[src/rtl/ir_queue_pkg.sv]
// Shared constants for the instruction prefetch queue and field decoder.
// Field layout: opcode | source reg 1 | source reg 2 | destination reg.
package ir_queue_pkg;

  localparam int INST_WIDTH   = 21;
  localparam int OPCODE_WIDTH = 3;
  localparam int ADDR_WIDTH   = 6;

  localparam int IRQ_DEPTH    = 4;

  localparam int OPCODE_LSB   = 18;
  localparam int SR1_LSB      = 12;
  localparam int SR2_LSB      = 6;
  localparam int DR_LSB       = 0;

  localparam int NUM_IRQ_TEST = 6;

  function automatic bit is_pow2(input int v);
    return (v >= 2) && ((v & (v - 1)) == 0);
  endfunction

endpackage

[src/rtl/ir_queue_field_decode.sv]
// Combinational splitter from a raw instruction word into its fields.
// Shared by the legacy instruction register and the prefetch queue.
module inst_field_decode
  import ir_queue_pkg::*;
#(
  parameter int INST_WIDTH   = ir_queue_pkg::INST_WIDTH,
  parameter int OPCODE_WIDTH = ir_queue_pkg::OPCODE_WIDTH,
  parameter int ADDR_WIDTH   = ir_queue_pkg::ADDR_WIDTH
) (
  input  logic [INST_WIDTH-1:0]   inst,
  output logic [OPCODE_WIDTH-1:0] opcode,
  output logic [ADDR_WIDTH-1:0]   src_reg1,
  output logic [ADDR_WIDTH-1:0]   src_reg2,
  output logic [ADDR_WIDTH-1:0]   dest_reg
);

  assign opcode   = inst[INST_WIDTH-1 -: OPCODE_WIDTH];
  assign src_reg1 = inst[3*ADDR_WIDTH-1 -: ADDR_WIDTH];
  assign src_reg2 = inst[2*ADDR_WIDTH-1 -: ADDR_WIDTH];
  assign dest_reg = inst[ADDR_WIDTH-1 -: ADDR_WIDTH];

endmodule

[src/rtl/ir_queue.sv]
// DEPTH-entry instruction prefetch queue with decoded head fields.
// Optional same-cycle empty-queue bypass: define IRQ_BYPASS_EN.
module ir_queue
  import ir_queue_pkg::*;
#(
  parameter int INST_WIDTH   = ir_queue_pkg::INST_WIDTH,
  parameter int OPCODE_WIDTH = ir_queue_pkg::OPCODE_WIDTH,
  parameter int ADDR_WIDTH   = ir_queue_pkg::ADDR_WIDTH,
  parameter int DEPTH        = IRQ_DEPTH,
  parameter int CNT_WIDTH    = $clog2(DEPTH + 1)
) (
  input  logic                    Clk,
  input  logic                    Reset_n,
  input  logic                    Flush,
  input  logic                    In_Valid,
  output logic                    In_Ready,
  input  logic [INST_WIDTH-1:0]   Ram_Inst_Out,
  output logic                    Out_Valid,
  input  logic                    Out_Ready,
  output logic [INST_WIDTH-1:0]   Inst_Out,
  output logic [OPCODE_WIDTH-1:0] Opcode,
  output logic [ADDR_WIDTH-1:0]   Source_Reg1,
  output logic [ADDR_WIDTH-1:0]   Source_Reg2,
  output logic [ADDR_WIDTH-1:0]   Dest_Reg,
  output logic [CNT_WIDTH-1:0]    Count,
  output logic                    Full,
  output logic                    Empty
);

  localparam int PTR_W = $clog2(DEPTH);

  if (INST_WIDTH != OPCODE_WIDTH + 3 * ADDR_WIDTH) begin : g_bad_width
    $error("ir_queue: INST_WIDTH must equal OPCODE_WIDTH + 3*ADDR_WIDTH");
  end
  if (!is_pow2(DEPTH)) begin : g_bad_depth
    $error("ir_queue: DEPTH must be a power of two and at least 2");
  end

  logic [INST_WIDTH-1:0] mem [DEPTH];
  logic [PTR_W-1:0]      wr_ptr;
  logic [PTR_W-1:0]      rd_ptr;
  logic [CNT_WIDTH-1:0]  cnt;
  logic                  push;
  logic                  pop;
  logic                  byp_sel;
  logic                  byp_take;
  logic [INST_WIDTH-1:0] head;

  assign Count    = cnt;
  assign Full     = (cnt == CNT_WIDTH'(DEPTH));
  assign Empty    = (cnt == '0);
  assign In_Ready = ~Full;

`ifdef IRQ_BYPASS_EN
  assign byp_sel = Empty & In_Valid & ~Flush;
`else
  assign byp_sel = 1'b0;
`endif

  assign Out_Valid = ~Empty | byp_sel;
  assign byp_take  = byp_sel & Out_Ready;

  // A bypassed instruction consumed this cycle never lands in storage.
  assign push = In_Valid & In_Ready & ~byp_take;
  assign pop  = ~Empty & Out_Ready;

  always_comb begin
    head = '0;
    if (byp_sel)
      head = Ram_Inst_Out;
    else if (!Empty)
      head = mem[rd_ptr];
  end

  assign Inst_Out = head;

  inst_field_decode #(
    .INST_WIDTH   (INST_WIDTH),
    .OPCODE_WIDTH (OPCODE_WIDTH),
    .ADDR_WIDTH   (ADDR_WIDTH)
  ) u_head_dec (
    .inst     (head),
    .opcode   (Opcode),
    .src_reg1 (Source_Reg1),
    .src_reg2 (Source_Reg2),
    .dest_reg (Dest_Reg)
  );

  always_ff @(posedge Clk) begin
    if (!Reset_n) begin
      wr_ptr <= '0;
      rd_ptr <= '0;
      cnt    <= '0;
    end else if (Flush) begin
      wr_ptr <= '0;
      rd_ptr <= '0;
      cnt    <= '0;
    end else begin
      if (push)
        wr_ptr <= wr_ptr + 1'b1;
      if (pop)
        rd_ptr <= rd_ptr + 1'b1;
      cnt <= cnt + CNT_WIDTH'(push) - CNT_WIDTH'(pop);
    end
  end

  // Storage is deliberately left out of reset.
  always_ff @(posedge Clk) begin
    if (Reset_n && !Flush && push)
      mem[wr_ptr] <= Ram_Inst_Out;
  end

endmodule
[config.mk]
export PLATFORM = sky130hd
export DESIGN_NAME = ir_queue
export DESIGN_NICKNAME = d
export VERILOG_FILES = /design/src/rtl/ir_queue_pkg.sv /design/src/rtl/ir_queue_field_decode.sv /design/src/rtl/ir_queue.sv
export SDC_FILE = /design/constraint.sdc
export NUM_CORES = 1
export LEC_CHECK = 0
export ABC_AREA = 1
export BUFFER_PORTS_ARGS = -buffer_cell sky130_fd_sc_hd__buf_4
export CORE_AREA = 2 2 117 119
export DETAILED_ROUTE_END_ITERATION = 16
export DIE_AREA = 0 0 119 121
export HOLD_SLACK_MARGIN = 0.12
export PLACE_DENSITY_LB_ADDON = 0.12
export SKIP_CTS_REPAIR_TIMING = 1
export SLEW_MARGIN = 20
export SYNTH_ARGS = -nofsm -noshare
export SYNTH_HDL_FRONTEND = slang
export SYNTH_SLANG_ARGS = --single-unit
[constraint.sdc]
create_clock -name Clk -period 6.07 [get_ports Clk]
set_clock_uncertainty 0.15 [all_clocks]
set_input_delay 0.9105 -clock Clk [delete_from_list [all_inputs] [get_ports Clk]]
set_output_delay 0.9105 -clock Clk [all_outputs]
set_load 0.1 [all_outputs]
==> metrics.md, run 1 <==
| Metric | Value |
|---|---|
| Share of the synthesized area in the top cell type | 56.1% |
| Drt total wl | 8620 um |
| Peak supply drop | 153 uV |
| Top FF cell, synth | edfxtp_1 |
| Htree depth | 3 |
| 1st-iter DRT viols | 88 |
| All-layer global routing usage | 12.7% |
| 1st-pass router iterations | 4 |
| Routed len/inst | 13.1 um |
| Antenna violations before repair | 0 |
| Crit end category | output port |
| Layout area overhead | 18.3% |
| Initial core utilization | 34.4% |
| Status | complete, no violations |
| Synth top cells by count | 103 x inv_1, 84 x edfxtp_1, 75 x nand2_1, 28 x nand3_1, 22 x buf_4 |
| Number of CTS-inserted buffers | 9 |
| Area of the mapped netlist | 0.00450 mm2 |
| Yosys warns | 0 |
| P_leak | 2.37 nW |
| DP HPWL | 5170 um |
| DIE WIDTH | 119 um |
| Min Clock Period, post-route | 3.67 ns |
| Critical path class | reg -> out |
| Max-cap viol count | 0 |
| First-pass GRT wire length | 13900 um |
| Setup crit start kind | register |
| Tot Pwr | 1.61 mW |
| Hold Startpoint | rd_ptr[0] |
| CTS tree | built |
| Fin Setup TNS | 0 ns |
| Clock Pin Slew Worst Setup and Hold Paths | 0.06 ns |
| Fin. Hold Viols | 0 |
| Seq cells post-synth | 93 |
| Remaining global-route overflow | 0 |
| Setup violations, final | 0 |
| Crit share post-route | 60.5% |
| CTS Root Cell | clkbuf_16 |
| Yosys top cell by area | edfxtp_1 |
| Largest net degree at the start of global routing | 44 |
| Least-Margin Pin Slew | 0.990 ns |
| Rows | 42 |
| Sequential area share after synthesis | 60.1% |
| ANT cells | 0 |
| Crit path DAT | 2.61 ns |
| DIE AREA | 0.0144 mm2 |
| Placer Congestion | 0.681 |
| Area contributors post-synth | edfxtp_1 56%, inv_1 8.6%, nand2_1 6.3% |
| CP Max Fanout | 43 |
| Placed Area | 0.00504 mm2 |
| Worst-Skew Late Latency | 0.33 ns |
| CTS Buffer Depth | 2 |
| DR vias | 2732 |
| Ports | 75 |
| Net count after synthesis | 458 |
| Distinct cells, synth | 20 |
| Hold WC Path Type | reg -> reg |
| Fillers | 1251 |
| Most common cell in the netlist | inv_1 |
| WHS | 0.358 ns |
| DRT antenna net count | 0 |
| Max frequency | 272 MHz |
| Core area | 0.0131 mm2 |
| Number of synthesized flops with an enable pin | 84 |
| Vias per Instance | 4.15 |
| Total power divided by cell area | 303 mW/mm2 |
| Slew HR | 33.9% |
| Asr flop ratio synth | 0% |
| Vias in the first global route | 2716 |
| Fraction of layout cells with a size suffix above 1 | 33.1% |
| Worst EP required | 5.01 ns |
| Mapped Cells | 425 |
| R2R Path Start | Count[1] |
| Post-Synthesis Mean Instance Area | 10.6 um2 |
| Final instance area | 0.00532 mm2 |
| Sink Count | 93 |
| Slew Viols, Final | 0 |
| # DRC | 0 |
| Final net count | 512 |
| Buffers on Ports | 74 |
| Height of the die | 121 um |
| RSZ-0062 raised after global routing | false |
through the flow:
stage                     std cells  util (%)  worst slack, ns
after floorplan                 425         -             1.35
after global placement          644      38.5             2.66
after detailed placement        644      38.5             2.68
after CTS                       659      40.7             2.29
after global routing            659      40.7             2.12
final                           659      40.7             2.40
final cells by class:
type	count	area, um2	share of cell area (%)
Clock buffer	10	229	4.30
Clock inverter	5	52.6	0.987
Inverter	105	399	7.50
Multi-Input combinational cell	191	1120	21.1
Sequential cell	93	2700	50.8
Tap cell	176	220	4.14
Timing Repair Buffer	79	593	11.1
power breakdown:
| part | internal, mW | total, mW | switching [mW] |
|---|---|---|---|
| Combinational | 0.0696 | 0.365 | 0.296 |
| Clock | 0.314 | 0.534 | 0.220 |
| Sequential | 0.707 | 0.715 | 0.00750 |
| Total | 1.09 | 1.61 | 0.523 |
state kept, by name (all words and copies together) (netlist names), named ones only:
register	flops
wr_ptr	2
rd_ptr	2
Count	3
mem	84
path summary, 6_finish.rpt:
check,endpoint,slack [ns],depth (start not counted)
worst max-delay path,Inst_Out[20],2.40,5
worst min-delay path,rd_ptr[0],0.36,2
worst max register to register,Count[2],3.72,10
worst min register to register,rd_ptr[0],0.36,2
cell usage in the layout (no fill, tap or decap), drive strengths merged:
| master | count |
|---|---|
| dfxtp | 9 |
| clkinv | 2 |
| fa | 1 |
| buf | 79 |
| clkinvlp | 2 |
| nor2 | 15 |
| ha | 6 |
| nand3 | 47 |
| edfxtp | 84 |
| clkbuf | 10 |
| inv | 105 |
| a21oi | 26 |
| bufinv | 1 |
| nand2 | 96 |
cell families after synthesis:
| logic type | synth area share [%] |
|---|---|
| compound gates | 4.56 |
| fa+ha+maj | 2.11 |
| buf+inv | 15.1 |
| flops | 60.1 |
| simple gates | 18.1 |
metal layers:
| layer | track usage [%] | vias to the layer above | routed length [um] |
|---|---|---|---|
| met3 | 2.44 | 10 | 349 |
| met2 | 22.6 | 53 | 4400 |
| li1 | - | 1413 | - |
| met5 | 0 | - | 0 |
| met1 | 15.1 | 1256 | 3730 |
| met4 | 5.36 | 0 | 141 |
critical path, stage by stage (launching register included):
cell,delay (ns)
dfxtp_2,0.93
inv_4,0.45
nand2_1,0.16
nand3_1,0.09
a21oi_1,0.29
buf_4,0.35
(Power assumes the default switching activity.)
==> run 2, diff against run 1 <==
--- a/config.mk
+++ b/config.mk
@@ -5,11 +5,11 @@
 export SDC_FILE = /design/constraint.sdc
 export NUM_CORES = 1
 export LEC_CHECK = 0
-export ABC_AREA = 1
+export ABC_AREA = 0
 export BUFFER_PORTS_ARGS = -buffer_cell sky130_fd_sc_hd__buf_4
-export CORE_AREA = 2 2 117 119
+export CORE_AREA = 2 2 108 110
 export DETAILED_ROUTE_END_ITERATION = 16
-export DIE_AREA = 0 0 119 121
+export DIE_AREA = 0 0 110 112
 export HOLD_SLACK_MARGIN = 0.12
 export PLACE_DENSITY_LB_ADDON = 0.12
 export SKIP_CTS_REPAIR_TIMING = 1
==> constraint.sdc (replaced) <==
create_clock -name Clk -period 3 [get_ports Clk]
set_clock_uncertainty 0.15 [all_clocks]
set_input_delay 0.45 -clock Clk [delete_from_list [all_inputs] [get_ports Clk]]
set_output_delay 0.45 -clock Clk [all_outputs]
set_load 0.1 [all_outputs]
==> metrics.md, run 2 <==
| Metric | Value |
|---|---|
| Remaining global-route overflow | 0 |
| DRT antenna net count | 0 |
| Area of the mapped netlist | 0.00382 mm2 |
| Fin Setup TNS | 0 ns |
| Fillers | 994 |
| Slew Viols, Final | 0 |
| Crit share post-route | 87.4% |
| Vias per Instance | 4.58 |
| Least-Margin Pin Slew | 0.464 ns |
| Largest net degree at the start of global routing | 27 |
| Asr flop ratio synth | 0% |
| Largest Register | mem |
| Status | complete, no violations |
| Sequential Area | 0.00271 mm2 |
| Net count after synthesis | 239 |
| Placer Congestion | 0.672 |
| Rows | 39 |
| Fraction of layout cells with a size suffix above 1 | 48.6% |
| Antenna violations before repair | 0 |
| CTS Buffer Depth | 2 |
| Sequential area share after synthesis | 70.8% |
| CP endpoint | Inst_Out[8] |
| WHS | 0.171 ns |
| Max frequency | 382 MHz |
| Placed Area | 0.00449 mm2 |
| Mapped Cells | 206 |
| Yosys top cell by area | edfxtp_1 |
| Setup violations, final | 0 |
| Area of the multi-input gates | 947 um2 |
| DIE AREA | 0.0123 mm2 |
| Worst EP required | 2.40 ns |
| Drt total wl | 6770 um |
| Hold WC Path Type | in -> reg |
| Slew HR | 69.0% |
| DR vias | 1921 |
| Max-cap viol count | 0 |
| P_leak | 1.74 nW |
| DP HPWL | 4260 um |
| R2r endpoint | Count[2] |
| 1st-pass router iterations | 4 |
| CTS Root Cell | clkbuf_16 |
| Layout area overhead | 25.5% |
| Crit end category | output port |
| First-pass GRT wire length | 10400 um |
| Final net count | 304 |
| Tot Pwr | 3.31 mW |
| 1st-iter DRT viols | 60 |
| Fin. Hold Viols | 0 |
| Min Clock Period, post-route | 2.62 ns |
| Core area | 0.0112 mm2 |
| Height of the die | 112 um |
| Total power divided by cell area | 692 mW/mm2 |
| Most common cell in the netlist | edfxtp_1 |
| Top FF cell, synth | edfxtp_1 |
| R2R depth | 10 |
| Initial core utilization | 34.2% |
| Setup crit start kind | register |
| Share of the synthesized area in the top cell type | 66.1% |
| R2R Path Start | Count[2] |
| Sink Count | 93 |
| Max reg flops | 84 |
| Most common cell after layout, fill and taps aside | edfxtp_1 |
| Htree depth | 3 |
| All-layer global routing usage | 11.7% |
| Area contributors post-synth | edfxtp_1 66%, mux4_2 12%, dfxtp_1 4.7% |
| # DRC | 0 |
| Final Non-Filler Cells | 419 |
| CP Max Fanout | 13 |
| R2R setup slack | 0.54 ns |
| DIE WIDTH | 110 um |
| Buffers on Ports | 74 |
| Seq cells post-synth | 93 |
| Cells after DPL | 403 |
| Most frequent cells in the layout | 84 x edfxtp_1, 81 x buf_4, 21 x mux4_2 |
| Post-Synthesis Mean Instance Area | 18.5 um2 |
| Peak supply drop | 327 uV |
| Number of synthesized flops with an enable pin | 84 |
| Ports | 75 |
| Critical path class | reg -> out |
| Final instance area | 0.00479 mm2 |
| RSZ-0062 raised after global routing | false |
| Routed len/inst | 16.2 um |
| Clock Pin Slew Worst Setup and Hold Paths | 0.06 ns |
| Synth top cells by count | 84 x edfxtp_1, 23 x buf_4, 23 x nor2b_1, 21 x mux4_2, 9 x dfxtp_1 |
| Number of CTS-inserted buffers | 9 |
| Distinct cells, synth | 27 |
| CTS tree | built |
| Worst-Skew Late Latency | 0.32 ns |
| Yosys warns | 0 |
| ANT cells | 0 |
| Vias in the first global route | 1973 |
| Crit path DAT | 2.02 ns |
## run 2: worst max-delay path: stages (launching register included)
cell,delay (ns)
dfxtp_2,0.54
buf_12,0.22
mux4_2,0.49
nor2b_1,0.17
buf_4,0.27
## run 2: logic make-up after synthesis
| family | Yosys count | synth area share [%] |
|---|---|---|
| compound gates | 7 | 1.21 |
| xor+xnor | 2 | 0.459 |
| fa+ha+maj | 7 | 2.49 |
| buf+inv | 36 | 6.00 |
| flops | 93 | 70.8 |
| mux | 21 | 12.4 |
| simple gates | 40 | 6.65 |
## run 2: worst min-delay path by stage
stage                       endpoint             start  cells after the start  slack, ns
after floorplan             register         rd_ptr[1]                      2       0.31
after global placement     rd_ptr[1]         rd_ptr[1]                      2       0.33
after detailed placement   rd_ptr[0]         rd_ptr[0]                      2       0.34
after CTS                 mem[2][17]  Ram_Inst_Out[17]                      1       0.16
after global routing       mem[0][2]   Ram_Inst_Out[2]                      1       0.16
final                      mem[0][2]   Ram_Inst_Out[2]                      1       0.17
## run 2: stage by stage
step | utilization [%] | setup slack [ns]
final | 42.9 | 0.379
after global routing | 42.9 | 0.218
after CTS | 42.9 | 0.311
after detailed placement | 40.2 | 0.539
after global placement | 40.2 | 0.578
after floorplan | - | -0.561
## run 2: where the power goes
part | switching [mW] | internal [mW]
clock | 0.459 | 0.651
sequential | 0.0111 | 1.43
combinational | 0.601 | 0.162
## run 2: routing by layer
| metal | track usage (%) | up-vias | part of all wire (%) |
|---|---|---|---|
| met5 | 0 | - | 0 |
| met4 | 5.57 | 0 | 1.1 |
| met3 | 2.99 | 4 | 4.7 |
| met2 | 19.1 | 47 | 52 |
| met1 | 14.3 | 973 | 42 |
| li1 | - | 897 | - |
## run 2: cell type report
| class | instances | share of cell area, % |
|---|---|---|
| Multi-Input combinational cell | 77 | 19.8 |
| Clock inverter | 6 | 1.49 |
| Tap cell | 143 | 3.73 |
| Sequential cell | 93 | 56.5 |
| Inverter | 8 | 0.627 |
| Clock buffer | 10 | 4.78 |
| Timing Repair Buffer | 82 | 13.1 |
